## config.mk

```make
export PLATFORM = sky130hd
export DESIGN_NAME = mem_stage_flat
export DESIGN_NICKNAME = d
export VERILOG_FILES = /design/src/rtl/mem_stage_pkg.sv /design/src/rtl/mem_stage_if.sv /design/src/rtl/mem_load_align.sv /design/src/rtl/mem_stage.sv /design/src/flat_wrapper.sv
export SDC_FILE = /design/constraint.sdc
export NUM_CORES = 1
export LEC_CHECK = 0
export CAP_MARGIN = 5
export CORE_UTILIZATION = 35
export DETAILED_ROUTE_END_ITERATION = 10
export PLACE_DENSITY = 0.83
export SYNTH_ARGS = -nofsm -noshare
export SYNTH_HDL_FRONTEND = slang
export SYNTH_SLANG_ARGS = --single-unit
export TNS_END_PERCENT = 1
```

## constraint.sdc

```tcl
create_clock -name clk -period 1.7 [get_ports clk]
set_clock_uncertainty 0.05 [all_clocks]
set_input_delay 0.255 -clock clk [delete_from_list [all_inputs] [get_ports clk]]
set_output_delay 0.255 -clock clk [all_outputs]
set_load 0.005 [all_outputs]
```

## src/rtl/mem_stage_pkg.sv

```systemverilog
// Shared definitions for the memory-access stage:
// opcode constants, FSM states and access-size decoding.
package mem_stage_pkg;

  localparam logic [5:0] OP_LW  = 6'h23;
  localparam logic [5:0] OP_LH  = 6'h21;
  localparam logic [5:0] OP_LHU = 6'h25;
  localparam logic [5:0] OP_LB  = 6'h20;
  localparam logic [5:0] OP_LBU = 6'h24;
  localparam logic [5:0] OP_SW  = 6'h2b;
  localparam logic [5:0] OP_SH  = 6'h29;
  localparam logic [5:0] OP_SB  = 6'h28;

  typedef enum logic {
    IDLE = 1'b0,
    WAIT = 1'b1
  } state_t;

  typedef enum logic [1:0] {
    SZ_B = 2'd0,
    SZ_H = 2'd1,
    SZ_W = 2'd2
  } size_t;

  function automatic size_t op_size(logic [5:0] op);
    size_t s;
    s = SZ_B;
    unique case (1'b1)
      op == OP_LW,
      op == OP_SW:  s = SZ_W;
      op == OP_LH,
      op == OP_LHU,
      op == OP_SH:  s = SZ_H;
      default:      s = SZ_B;
    endcase
    return s;
  endfunction

endpackage

```

## src/rtl/mem_stage_if.sv

```systemverilog
// Data-memory port: req/ack handshake between the
// memory stage (master) and data memory (slave).
interface mem_stage_if #(
  parameter int ADDR_W = 32
);
  logic              req;
  logic              we;
  logic [ADDR_W-1:0] addr;
  logic [31:0]       wdata;
  logic [3:0]        be;
  logic [31:0]       rdata;
  logic              ack;

  modport master (
    output req, we, addr, wdata, be,
    input  rdata, ack
  );

  modport slave (
    input  req, we, addr, wdata, be,
    output rdata, ack
  );
endinterface

```

## src/rtl/mem_load_align.sv

```systemverilog
// Load alignment: picks the addressed lane of the
// read word and sign/zero-extends it by opcode.
module mem_load_align
  import mem_stage_pkg::*;
(
  input  logic [31:0] rdata,
  input  logic [1:0]  off,
  input  logic [5:0]  opcode,
  output logic [31:0] result
);

  logic [7:0]  b;
  logic [15:0] h;

  always_comb begin
    b      = rdata[{off, 3'b000} +: 8];
    h      = off[1] ? rdata[31:16] : rdata[15:0];
    result = rdata;
    unique case (1'b1)
      opcode == OP_LB:  result = {{24{b[7]}}, b};
      opcode == OP_LBU: result = {24'd0, b};
      opcode == OP_LH:  result = {{16{h[15]}}, h};
      opcode == OP_LHU: result = {16'd0, h};
      default:          result = rdata;
    endcase
  end

endmodule

```

## src/rtl/mem_stage.sv

```systemverilog
// Memory-access stage: issues dmem accesses, stalls
// upstream while busy and registers MEM/WB results.
module mem_stage
  import mem_stage_pkg::*;
#(
  parameter int ADDR_W     = 32,
  parameter int WAIT_LIMIT = 0
) (
  input  logic              clk,
  input  logic              reset,
  input  logic [ADDR_W-1:0] alu_result_in,
  input  logic [5:0]        opcode_in,
  input  logic [4:0]        rd_in,
  input  logic              mem_read_in,
  input  logic              mem_write_in,
  input  logic [31:0]       rd_data_in,
  input  logic              reg_write_in,
  mem_stage_if.master       dmem,
  output logic              stall_out,
  output logic [4:0]        wb_rd,
  output logic [31:0]       wb_data,
  output logic              wb_reg_write,
  output logic              mem_err
);

  state_t      state, state_n;
  size_t       sz;
  logic [15:0] wcnt;
  logic [1:0]  off;
  logic        is_mem, is_ld, is_st;
  logic        misal, go, limit_hit;
  logic        stall, tmo;
  logic [31:0] ld_res;
  logic [4:0]  nxt_rd;
  logic [31:0] nxt_data;
  logic        nxt_rw, nxt_err;

  assign sz     = op_size(opcode_in);
  assign off    = alu_result_in[1:0];
  assign is_mem = mem_read_in | mem_write_in;
  assign is_ld  = mem_read_in;
  assign is_st  = mem_write_in & ~mem_read_in;
  assign misal  = is_mem &
                  ((sz == SZ_H && off[0]) ||
                   (sz == SZ_W && off != 2'b00));
  assign go     = is_mem & ~misal;

  assign limit_hit = (WAIT_LIMIT != 0) &&
                     (wcnt == 16'(WAIT_LIMIT - 1));

  // Reset must silence the bus at once, even mid-cycle
  assign dmem.req  = go & ~reset;
  assign stall_out = stall & ~reset;
  assign dmem.we   = is_st;
  assign dmem.addr = {alu_result_in[ADDR_W-1:2], 2'b00};

  always_comb begin
    dmem.be    = 4'b1111;
    dmem.wdata = rd_data_in;
    if (is_st) begin
      unique case (1'b1)
        sz == SZ_B: begin
          dmem.be    = 4'b0001 << off;
          dmem.wdata = {4{rd_data_in[7:0]}};
        end
        sz == SZ_H: begin
          dmem.be    = off[1] ? 4'b1100 : 4'b0011;
          dmem.wdata = {2{rd_data_in[15:0]}};
        end
        default: dmem.be = 4'b1111;
      endcase
    end
  end

  mem_load_align u_align (
    .rdata  (dmem.rdata),
    .off    (off),
    .opcode (opcode_in),
    .result (ld_res)
  );

  always_comb begin
    state_n = state;
    stall   = 1'b0;
    tmo     = 1'b0;
    unique case (state)
      IDLE: begin
        if (go && !dmem.ack) begin
          if (limit_hit) begin
            tmo = 1'b1;
          end else begin
            stall   = 1'b1;
            state_n = WAIT;
          end
        end
      end
      WAIT: begin
        if (!go || dmem.ack) begin
          state_n = IDLE;
        end else if (limit_hit) begin
          tmo     = 1'b1;
          state_n = IDLE;
        end else begin
          stall = 1'b1;
        end
      end
    endcase
  end

  always_comb begin
    nxt_rd   = 5'd0;
    nxt_data = 32'd0;
    nxt_rw   = 1'b0;
    nxt_err  = 1'b0;
    if (stall) begin
      nxt_err = 1'b0;
    end else if (misal || tmo) begin
      nxt_err = 1'b1;
    end else begin
      nxt_rd   = rd_in;
      nxt_rw   = reg_write_in;
      nxt_data = is_ld ? ld_res : alu_result_in[31:0];
    end
  end

  always_ff @(posedge clk or posedge reset) begin
    if (reset) begin
      state <= IDLE;
      wcnt  <= '0;
    end else begin
      state <= state_n;
      wcnt  <= stall ? wcnt + 16'd1 : '0;
    end
  end

  always_ff @(posedge clk or posedge reset) begin
    if (reset) begin
      wb_rd        <= '0;
      wb_data      <= '0;
      wb_reg_write <= 1'b0;
      mem_err      <= 1'b0;
    end else begin
      wb_rd        <= nxt_rd;
      wb_data      <= nxt_data;
      wb_reg_write <= nxt_rw;
      mem_err      <= nxt_err;
    end
  end

endmodule
```

## src/flat_wrapper.sv

```systemverilog
// flat-port wrapper written by rule: the top's interface ports become plain ports
module mem_stage_flat import mem_stage_pkg::*;
#(
  parameter int ADDR_W     = 32,
  parameter int WAIT_LIMIT = 0
)
  (clk, reset, alu_result_in, opcode_in, rd_in, mem_read_in, mem_write_in, rd_data_in, reg_write_in, stall_out, wb_rd, wb_data, wb_reg_write, mem_err, dmem_req, dmem_we, dmem_addr, dmem_wdata, dmem_be, dmem_rdata, dmem_ack);
  mem_stage_if #(.ADDR_W(ADDR_W)) dmem_i ();
  input  logic clk;
  input  logic reset;
  input  logic [ADDR_W-1:0] alu_result_in;
  input  logic [5:0] opcode_in;
  input  logic [4:0] rd_in;
  input  logic mem_read_in;
  input  logic mem_write_in;
  input  logic [31:0] rd_data_in;
  input  logic reg_write_in;
  output logic stall_out;
  output logic [4:0] wb_rd;
  output logic [31:0] wb_data;
  output logic wb_reg_write;
  output logic mem_err;
  output wire logic [$bits(dmem_i.req)-1:0] dmem_req;
  output wire logic [$bits(dmem_i.we)-1:0] dmem_we;
  output wire logic [$bits(dmem_i.addr)-1:0] dmem_addr;
  output wire logic [$bits(dmem_i.wdata)-1:0] dmem_wdata;
  output wire logic [$bits(dmem_i.be)-1:0] dmem_be;
  input wire logic [$bits(dmem_i.rdata)-1:0] dmem_rdata;
  input wire logic [$bits(dmem_i.ack)-1:0] dmem_ack;
  assign dmem_req = dmem_i.req;
  assign dmem_we = dmem_i.we;
  assign dmem_addr = dmem_i.addr;
  assign dmem_wdata = dmem_i.wdata;
  assign dmem_be = dmem_i.be;
  assign dmem_i.rdata = dmem_rdata;
  assign dmem_i.ack = dmem_ack;
  mem_stage #(.ADDR_W(ADDR_W), .WAIT_LIMIT(WAIT_LIMIT)) u_core (.clk(clk), .reset(reset), .alu_result_in(alu_result_in), .opcode_in(opcode_in), .rd_in(rd_in), .mem_read_in(mem_read_in), .mem_write_in(mem_write_in), .rd_data_in(rd_data_in), .reg_write_in(reg_write_in), .dmem(dmem_i), .stall_out(stall_out), .wb_rd(wb_rd), .wb_data(wb_data), .wb_reg_write(wb_reg_write), .mem_err(mem_err));
endmodule
```

==> flow_metrics.py, run 1 <==
metrics = {
    "global_route": {
        "grt_max_degree": 44,
        "grt_pass1_wl_mm": 18.3,
        "antenna_found_initial": 1,
        "grt_overflow": 0,
        "grt_pass1_vias": 3609,
        "grt_usage_pct": 27.7,
    },
    "synth": {
        "synth_edf_count": 0,
        "synth_seq_cells": 39,
        "ys_seq_area_share_pct": 33.0,
        "synthTopCellsByCount": "buf_4 (41), dfrtp_1 (39), nor2b_1 (25), nand2_1 (23), a21oi_1 (21)",
        "syn_inst": 335,
        "synth.most_common_cell": "buf_4",
        "synth_area_leaders": "dfrtp_1 (33%), buf_4 (10%), mux2_2 (7.2%)",
        "yosys.area.top_type": "dfrtp_1",
        "synth_area_per_cell_um2": 8.84,
        "synth_cell_types": 36,
        "async_reset_ff_share_pct": 100,
        "synth-main-ff-cell": "dfrtp_1",
        "yosysWarnings": 0,
        "netlist_area_um2": 2960,
        "synth.top_cell.area_share_pct": 33.0,
    },
    "floorplan": {
        "placementRows": 33,
        "boundaryPins": 223,
        "start_util_pct": 36.0,
        "die_area_um2": 8830,
        "die_h_um": 94.0,
        "die_w_um": 94.0,
        "core_area_um2": 8220,
    },
    "layout": {
        "design_area_um2": 5710,
        "final_nets": 683,
        "area_growth_pct": 92.8,
        "drive_gt1_share_pct": 29.6,
        "final_core_util_pct": 69.5,
    },
    "placement": {
        "place.gp.congestion": 0.896,
        "hpwl_mm": 8.98,
        "place_area_um2": 5320,
        "port_buffers": 220,
        "pre_cts_ws_ns": -0.712,
    },
    "timing": {
        "hold_violations": 0,
        "slew_viol_final": 0,
        "fin_crit_ns": 1.83,
        "setup_violations": 20,
        "fmaxAchievable_mhz": 546,
        "rsz0062_at_grt": "yes",
        "layout_setup_ws_ns": -0.131,
        "fin_crit_sh_pct": 108,
    },
    "setup_path": {
        "cp-start-kind": "primary input",
        "worstSetupEndpointType": "output pin",
        "critPathLaunch": "opcode_in[4]",
        "arrival_ns": 1.53,
        "crit_required_ns": 1.39,
        "critPathKind": "primary input to output pin",
        "critPathMaxFanout": 5,
    },
    "hold_path": {
        "min-delay-start": "opcode_in[0]",
        "hold_path.class": "primary input to register",
        "hold_path_end": "u_core.wb_data[14]",
        "hold_depth": 4,
    },
    "flow_run": {
        "maxCapViolations": 0,
    },
    "clock_network": {
        "htree_levels": 2,
        "clkSlewWorstSetupHoldPaths_ns": 0.07,
        "cts_hold_buf": 0,
        "cts_sinks": 39,
        "cts_tree": "built",
        "cts_max_path_buffers": 2,
        "cts_root_buffer": "clkbuf_8",
        "numCtsBuffers": 5,
    },
    "power_and_ir_drop": {
        "p_per_area_nw_per_um2": 510,
        "power.leakage_nw": 2.50,
        "p_total_mw": 2.91,
        "ir_drop_mv": 0.317,
    },
    "drt": {
        "ant_nets": 0,
        "wl_per_cell_um": 18.3,
        "totalWireLength_mm": 12.4,
        "route.detailed.drc": 0,
        "dr_total_vias": 3534,
        "drt-vias-per-instance": 5.23,
        "drt_iter0_drc": 137,
        "drt-pass1-iter-count": 6,
    },
    "run_status": {
        "outcome": "complete, but fails checks",
        "violations": "setup timing",
    },
}
[per-layer routing]
| layer | track usage, % | wire length (um) |
|---|---|---|
| met1 | 28.2 | 4320 |
| met2 | 52.4 | 6580 |
| met3 | 6.63 | 987 |
| met4 | 13.5 | 518 |
| met5 | 0 | 0 |
[kinds of logic after synthesis]
kind of cell	share of synthesized area, %
AO/OA/AOI/OAI	26.3
buffers and inverters	15.2
flip-flops	33.0
multiplexers	8.92
other	0.127
AND/OR/NAND/NOR	16.4
[sequential cells by signal, summed over array words and instances (netlist names)]
| signal | count |
|---|---|
| u_core.wb_data | 32 |
| u_core.mem_err | 1 |
| u_core.wb_reg_write | 1 |
| u_core.wb_rd | 5 |
[metrics by stage]
stage	setup TNS [ns]	hold WS, ns	cells
3_3_place_gp	-34.83	0.701	650
6_report	-1.39	0.361	676
4_1_cts	-0.388	0.355	675
3_5_place_dp	-36.87	0.700	650
5_1_grt	-2.31	0.370	676
2_1_floorplan	0	0.343	336
[cell usage in the layout, fill, tap and decap left out, drive strengths merged]
cell type,count
a211o,2
a211oi,9
a21o,20
a21oi,32
a22oi,1
a311oi,5
a31oi,18
and3b,1
buf,95
clkbuf,13
clkdlybuf4s15,7
clkdlybuf4s50,172
clkinv,2
conb,2
dfrtp,39
diode,1
dlygate4sd2,9
dlymetal6s2s,2
inv,2
mux2,19
mux2i,5
nand2,24
nand2b,2
nand3,11
nand3b,11
nor2,9
nor2b,25
nor3,1
nor4,1
nor4b,1
o211ai,5
o21a,2
o21ai,19
o21ba,1
o21bai,2
or4b,1
[repair_timing]
action,4_1_cts,5_1_grt
pin swaps,23,5
resized for setup,185,17
endpoints found under the hold margin,0,0
setup endpoints to repair,70,40
gates cloned,3,0
buffers inserted,15,0
[worst max path at each step]
| stage | slack [ns] | to |
|---|---|---|
| after CTS | -0.05 | dmem_wdata[21] |
| after floorplan | 0.16 | u_core.wb_data[20] |
| after global placement | -0.66 | dmem_wdata[29] |
| after detailed placement | -0.71 | dmem_wdata[21] |
| final | -0.13 | dmem_wdata[28] |
| after global routing | -0.16 | dmem_wdata[28] |
[power by group]
part           switching [mW]  internal, mW  total, mW  leakage [nW]
clock                   0.299         0.318      0.617        0.0471
combinational           0.490         0.781       1.27          1.96
sequential             0.0217          1.00       1.02         0.495
total                   0.811          2.10       2.91          2.50
[layout make-up]
type                    count  area [um^2]
diodes                      1         2.50
clock buffers               6         82.6
clock inverters             1         5.00
repair buffers            292         2810
multi-input cells         229         1690
well taps                 105          131
fillers                   663         2510
flip-flops and latches     39          976
inverters                   3         11.3
[worst max-delay path: stages]
cell      delay [ns]
buf_6           0.09
buf_6           0.10
nand3b_1        0.22
buf_6           0.18
buf_6           0.12
o21ai_4         0.15
a21oi_2         0.09
a21o_1          0.18
buf_2           0.13
No activity file was read; power rests on OpenSTA's default activity.
==> run 2, diff against run 1 <==
- CORE_MARGIN: not set -> 3
==> flow_metrics.py, run 2 (synthesized netlist as in run 1, its figures left out) <==
metrics = {
    "run_status": {
        "outcome": "complete, but fails checks",
        "violations": "setup timing",
    },
    "clock_network": {
        "numCtsBuffers": 5,
        "cts_sinks": 39,
        "clkSlewWorstSetupHoldPaths_ns": 0.08,
        "cts_root_buffer": "clkbuf_8",
        "htree_levels": 2,
        "cts_max_path_buffers": 2,
        "cts_tree": "built",
    },
    "placement": {
        "port_buffers": 220,
        "pre_cts_ws_ns": -0.737,
        "place_area_um2": 5300,
        "dp.cells": 642,
        "hpwl_mm": 9.21,
        "place.gp.congestion": 0.821,
    },
    "timing": {
        "fmaxAchievable_mhz": 562,
        "setup_tns_ns": -0.766,
        "setup_violations": 23,
        "hold_violations": 0,
        "fin_crit_sh_pct": 105,
        "whs_ns": 0.345,
        "layout_setup_ws_ns": -0.0780,
        "fin_crit_ns": 1.78,
        "rsz0062_at_grt": "yes",
        "slew_viol_final": 0,
    },
    "floorplan": {
        "die_w_um": 98.0,
        "boundaryPins": 223,
        "die_area_um2": 9600,
        "placementRows": 32,
        "start_util_pct": 37.2,
        "core_area_um2": 7970,
        "die_h_um": 98.0,
    },
    "layout": {
        "fill_cells": 595,
        "drive_gt1_share_pct": 27.9,
        "reg_top3": "u_core.wb_data: 32 flops, u_core.wb_rd: 5 flops",
        "fin_cells": 665,
        "largest_register_ffs": 32,
        "top_register": "u_core.wb_data",
        "final_nets": 675,
        "final_common_cell": "clkdlybuf4s50_1",
        "area_growth_pct": 89.7,
        "seq_area_um2": 976,
        "design_area_um2": 5620,
        "diodes": 0,
        "final_core_util_pct": 70.5,
        "multi_input_area_um2": 1640,
        "final_cell_mix": "clkdlybuf4s50_1 (176), buf_4 (50), dfrtp_1 (39), nor2b_1 (25), nand2_1 (22)",
    },
    "setup_path": {
        "critPathKind": "primary input to output pin",
        "cp-start-kind": "primary input",
        "critPathMaxFanout": 7,
        "worstSetupEndpointType": "output pin",
        "crit_required_ns": 1.39,
        "arrival_ns": 1.47,
    },
    "drt": {
        "wl_met3_um": 982,
        "totalWireLength_mm": 12.0,
        "met1Wirelength_mm": 4.26,
        "route.detailed.drc": 0,
        "drt_iter0_drc": 92,
        "route.met2.wl_mm": 6.48,
        "wl_per_cell_um": 18.0,
        "drt-vias-per-instance": 5.14,
        "drt-pass1-iter-count": 4,
        "top_layer": "met4",
        "dr_total_vias": 3421,
        "ant_nets": 0,
    },
    "power_and_ir_drop": {
        "p_total_mw": 3.18,
        "p_per_area_nw_per_um2": 566,
        "ir_drop_mv": 0.333,
        "power.leakage_nw": 2.46,
    },
    "global_route": {
        "grt_max_degree": 48,
        "grt_usage_pct": 23.9,
        "antenna_found_initial": 0,
        "grt_pass1_vias": 3564,
        "grt_overflow": 0,
        "grt_pass1_wl_mm": 18.5,
    },
    "hold_path": {
        "hold_path.class": "primary input to async pin",
    },
    "flow_run": {
        "maxCapViolations": 0,
    },
}
==> run 2: area by class of cell <==
type | instances | area share (%)
flip-flops and latches | 39 | 17.4
multi-input cells | 228 | 29.1
repair buffers | 285 | 48.7
inverters | 3 | 0.201
well taps | 102 | 2.27
clock buffers | 6 | 1.29
clock inverters | 2 | 1.07
==> run 2: repair_timing <==
action                     CTS  global route
setup buffers               14             0
setup endpoints to repair   69            38
hold buffers                 0             0
gates resized for setup    169            14
cloned                       1             0
pin swaps                    9             5
==> run 2: critical path: stages <==
cell      delay (ns)
buf_8           0.10
and3b_1         0.23
nand3b_1        0.11
nand2_2         0.12
buf_12          0.13
buf_8           0.11
mux2_4          0.30
buf_6           0.12
==> run 2: final timing paths <==
path,start,end,cells after the start
setup / recovery,opcode_in[4],dmem_wdata[23],8
hold / removal,reset,u_core.mem_err,3
min in group clk,opcode_in[4],u_core.mem_err,4
max in group asynchronous,reset,u_core.wb_data[4],4
==> run 2: power breakdown <==
group | switching, mW | internal (mW) | total [mW]
sequential | 0.0195 | 1.00 | 1.02
combinational | 0.474 | 0.774 | 1.25
clock | 0.321 | 0.587 | 0.908
==> run 2: routing by layer <==
layer / vias to the layer above / global-route usage (%)
met5: - / 0
met4: 0 / 5.75
li1: 1612 / -
met2: 170 / 45.5
met3: 16 / 6.36
met1: 1623 / 26.0
